--- src/rtl/ps2_packet_assembler.sv ---
// PS/2 mouse packet assembler: finds the sync byte, collects PKT_BYTES bytes
// and publishes complete packets only, aborting partial packets after an idle gap.
module ps2_packet_assembler #(
   parameter int PKT_BYTES = 3,
   parameter int SYNC_BIT  = 3,
   parameter int TIMEOUT   = 255
) (
   input  logic                   clk,
   input  logic                   reset,
   input  logic [7:0]             in,
   input  logic                   in_valid,
   output logic [8*PKT_BYTES-1:0] out_bytes,
   output logic                   done,
   output logic                   timeout_err,
   output logic [7:0]             drop_cnt,
   output logic [1:0]             state_dbg
);

   localparam int IDX_W = $clog2(PKT_BYTES);
   localparam int GAP_W = $clog2(TIMEOUT + 1);
   localparam int BUF_W = 8 * PKT_BYTES;

   typedef enum logic [1:0] {
      SEARCH  = 2'd0,
      COLLECT = 2'd1,
      DONE    = 2'd2
   } state_t;

   state_t             state_q, state_d;
   logic [IDX_W-1:0]   idx_q, idx_d;
   logic [GAP_W-1:0]   gap_q, gap_d;
   logic [BUF_W-1:0]   buf_q, buf_d;
   logic [BUF_W-1:0]   out_q, out_d;
   logic [7:0]         drop_q, drop_d;
   logic               tmo_q, tmo_d;

   function automatic logic [7:0] sat_add(input logic [7:0] a, input logic [8:0] b);
      logic [8:0] sum;
      sum = {1'b0, a} + b;
      return sum[8] ? 8'hFF : sum[7:0];
   endfunction

   always_comb begin
      state_d = state_q;
      idx_d   = idx_q;
      gap_d   = gap_q;
      buf_d   = buf_q;
      out_d   = out_q;
      drop_d  = drop_q;
      tmo_d   = 1'b0;
      unique case (state_q)
         SEARCH, DONE: begin
            state_d = SEARCH;
            if (in_valid) begin
               if (in[SYNC_BIT]) begin
                  buf_d[BUF_W-1 -: 8] = in;
                  idx_d   = IDX_W'(1);
                  gap_d   = '0;
                  state_d = COLLECT;
               end else begin
                  drop_d = sat_add(drop_q, 9'd1);
               end
            end
         end
         COLLECT: begin
            if (in_valid) begin
               gap_d = '0;
               // Byte idx lands at its MSB-first slot; the loop keeps slices constant.
               for (int i = 1; i < PKT_BYTES; i++) begin
                  if (idx_q == IDX_W'(i)) begin
                     buf_d[8*(PKT_BYTES-1-i) +: 8] = in;
                  end
               end
               if (idx_q == IDX_W'(PKT_BYTES - 1)) begin
                  state_d = DONE;
                  out_d   = buf_d;
                  idx_d   = '0;
               end else begin
                  idx_d = idx_q + IDX_W'(1);
               end
            end else if (gap_q == GAP_W'(TIMEOUT - 1)) begin
               // This idle cycle brings the gap to TIMEOUT: drop the bytes held.
               state_d = SEARCH;
               tmo_d   = 1'b1;
               drop_d  = sat_add(drop_q, 9'(idx_q));
               idx_d   = '0;
               gap_d   = '0;
            end else begin
               gap_d = gap_q + GAP_W'(1);
            end
         end
         default: begin
            state_d = SEARCH;
            idx_d   = '0;
            gap_d   = '0;
         end
      endcase
   end

   always_ff @(posedge clk) begin
      if (reset) begin
         state_q <= SEARCH;
         idx_q   <= '0;
         gap_q   <= '0;
         buf_q   <= '0;
         out_q   <= '0;
         drop_q  <= '0;
         tmo_q   <= 1'b0;
      end else begin
         state_q <= state_d;
         idx_q   <= idx_d;
         gap_q   <= gap_d;
         buf_q   <= buf_d;
         out_q   <= out_d;
         drop_q  <= drop_d;
         tmo_q   <= tmo_d;
      end
   end

   assign out_bytes   = out_q;
   assign done        = (state_q == DONE);
   assign timeout_err = tmo_q;
   assign drop_cnt    = drop_q;
   assign state_dbg   = state_q;

endmodule

--- config.mk ---
export PLATFORM = sky130hd
export DESIGN_NAME = ps2_packet_assembler
export DESIGN_NICKNAME = d
export VERILOG_FILES = /design/src/rtl/ps2_packet_assembler.sv
export SDC_FILE = /design/constraint.sdc
export NUM_CORES = 1
export LEC_CHECK = 0
export BUFFER_PORTS_ARGS = -buffer_cell sky130_fd_sc_hd__buf_2
export CORE_ASPECT_RATIO = 0.5
export CORE_UTILIZATION = 35
export DETAILED_ROUTE_END_ITERATION = 10
export PLACE_DENSITY = 0.53
export SLEW_MARGIN = 20
export SYNTH_ARGS = -nofsm -noshare
export SYNTH_HDL_FRONTEND = slang
export SYNTH_SLANG_ARGS = --single-unit
--- constraint.sdc ---
create_clock -name clk -period 2.12 [get_ports clk]
set_clock_uncertainty 0.1 [all_clocks]
set_input_delay 0.106 -clock clk [delete_from_list [all_inputs] [get_ports clk]]
set_output_delay 0.106 -clock clk [all_outputs]
set_load 0.01 [all_outputs]
==> summary.txt <==
# IOs - 47
GRT Max-Usage Layer - met1
GRT Total Usage - 17.4%
CP delay by family, top - compound AO/OA/AOI/OAI gates
switching pwr - 0.652 mW
fin crit period - 1990 ps
Crit Path Class - reg -> reg
synthesized instance count - 316
fillers - 681
Die H - 63.0 um
synth warn - 0
Peak Freq - 0.502 GHz
CTS tree - done
Cell Area, Synth - 2610 um^2
Fin Setup TNS - 0 ps
fin crit share - 93.9%
clock buffer depth - 2
row cnt - 21
Gate power share - 6.8%
largest net degree at the start of global routing - 35
worst path buffer plus inverter count - 0
Unique masters post-synth - 43
gpl congestion - 0.879
H-tree lvl count - 3
commonest cells after routing, fill and taps aside - nand2_1, dfxtp_1, buf_2, a21oi_1, nor2_1
I/O Buffers - 46
Pwr per Cell Area - 859 nW/um^2
Layout area overhead - 28.2%
Antenna Violating Nets Remaining - 0
Worst Path Arrival - 2130 ps
status - complete, no violations
final setup fails - 0
ratio of cells with drive above 1 in the final layout - 21.1%
Post-route DRC - 0
via count - 2315
HPWL Detailed - 4.33 mm
switching part of the total - 22.7%
Final Net Count - 386
maxcap violations - 0
Slew @ Worst Pin - 664 ps
Reg power frac - 41.6%
routed len/inst - 13.5 um
clk sink count - 61
Final Util - 48.2%
Worst VDD drop - 404 uV
Slowest cell on crit path - or3b_1
initial drt markers - 202
Seq cells post-synth - 61
CTS root buf - clkbuf_16
CP cell instances - ha_1 > a21o_1 > or3b_1 > mux2i_1 > a32o_1 > a211oi_2
final hold vios - 0
most common cell after layout, fill and taps aside - nand2_1
relative slew slack - 55.8%
clock-pin slew on the worst setup and hold paths - 60 ps
Starting Density - 37.6%
asr flop ratio synth - 0%
Core Footprint - 6940 um^2
Die ar. - 7820 um^2
post-CTS setup buffer count - 0
Int Power - 2.22 mW
syn nets - 333
Required @ worst endpoint - 2260 ps
grt total ovfl - 0
GR Layer Usage met3 - 7.03%
CP max FO - 6
Synth Flop Type - dfxtp_1
Routed WL - 6.30 mm
met1 Usage GRT - 25.4%
RSZ-0062 raised after global routing - no
Clk pwr share - 51.6%
Vias/cell - 4.97
CTS buffer count - 9
antenna cells - 0
initial antenna violation count - 0
Leakage - 1.32 nW
Startpoint Class - flop
number of global-route vias before repair - 2085
Largest stage delay, worst path - 390 ps
syn avg cell area - 8.26 um^2
met2 Usage GRT - 22.4%
count of TritonRoute iterations in the first routing pass - 4
number of synthesized flops with an enable pin - 0
crit path capture type - flop
Hold Crit Class - in -> reg
first-pass GRT wire length - 10.3 mm
Die Wd - 124 um
fin. max-slew vios - 0
Seq/Total Area, Yosys - 46.8%
Worst-Skew Late Latency - 320 ps
## worst reg2reg max path: stages, from the launching register on
cell	delay [ps]
dfxtp_1	360
ha_1	290
a21o_1	200
or3b_1	390
mux2i_1	130
a32o_1	240
a211oi_2	210
## state kept, by name, summed over array words and instances, names as in the netlist
name and flops:
out_bytes 24, idx_q 2, gap_q 8, buf_q 16, timeout_err 1, state_dbg 2, drop_cnt 8
## cells by family (layout without fill, tap and decap cells)
logic type / after synthesis / in the layout / share of synthesized area [%]
simple gates: 138 / 138 / 23.6
compound gates: 67 / 67 / 15.8
flops: 61 / 61 / 46.8
buf+inv: 27 / 85 / 4.41
mux: 10 / 10 / 3.84
xor+xnor: 7 / 7 / 2.35
fa+ha+maj: 6 / 6 / 3.17
## synthesized netlist by cell type (2+ instances only)
cell | count | area (um^2)
a211oi_1 | 5 | 37.5
nand3_1 | 6 | 30.0
buf_2 | 8 | 40.0
a31oi_1 | 2 | 12.5
ha_1 | 5 | 62.6
nor2b_1 | 3 | 18.8
inv_1 | 8 | 30.0
nand2b_1 | 3 | 18.8
a32o_1 | 2 | 20.0
nor2_1 | 27 | 101
dfxtp_1 | 61 | 1220
and4_1 | 2 | 17.5
o21ai_1 | 2 | 10.0
mux2i_1 | 10 | 100
clkbuf_1 | 10 | 37.5
nor3_1 | 3 | 15.0
nand4_1 | 6 | 37.5
a21oi_1 | 44 | 220
a21o_1 | 3 | 22.5
xnor2_1 | 2 | 17.5
and3_1 | 2 | 12.5
xor2_1 | 5 | 43.8
nand2_1 | 77 | 289
## power by group through the flow
stage          combinational, mW  clock [mW]  sequential (mW)
2_1_floorplan              0.121           0             1.22
3_3_place_gp               0.177           0             1.22
3_5_place_dp               0.179           0             1.22
4_1_cts                    0.192        1.53             1.19
5_1_grt                    0.216        1.59             1.20
6_report                   0.196        1.48             1.20
## timing repair
action,4_1_cts,5_1_grt
hold endpoints to repair,21,0
resized for setup,0,6
hold buffers,8,0
endpoints found under the setup margin,0,5
## per-stage QoR
step                std cells  hold WS [ps]  total power [mW]  instance area, um^2  worst slack, ps
floorplan                 316           142              1.34                 2610              130
global placement          442           285              1.39                 2930              177
detailed placement        442           286              1.40                 2930             66.1
CTS                       466          35.1              2.91                 3330             49.6
global route              466          41.6              3.00                 3340             25.8
finish                    466          57.6              2.87                 3340              129
## layer usage
layer	part of all wire, %	vias up
li1	-	1181
met1	52	1072
met2	42	60
met3	6.4	2
met4	0.43	0
met5	0	-
## final cells by class
class	count	area [um^2]	share of cell area, %
clock inverter	5	58.8	1.76
sequential	61	1220	36.6
timing repair buffer	61	375	11.2
inverter	8	30.0	0.898
tap	92	115	3.44
multi-input combinational	228	1290	38.6
clock buffer	11	253	7.56
## final timing paths
path	slack [ps]	to	start	cells after the start
min	60	timeout_err$_SDFF_PP0_	in_valid	2
max	130	drop_cnt[7]$_SDFFE_PP0P_	idx_q[1]$_SDFFE_PP0P_	6
max reg2reg	130	drop_cnt[7]$_SDFFE_PP0P_	idx_q[1]$_SDFFE_PP0P_	6
min reg2reg	350	out_bytes[17]$_SDFFE_PP0P_	out_bytes[17]$_SDFFE_PP0P_	2
Note: power is estimated with default switching activity, not from simulation.
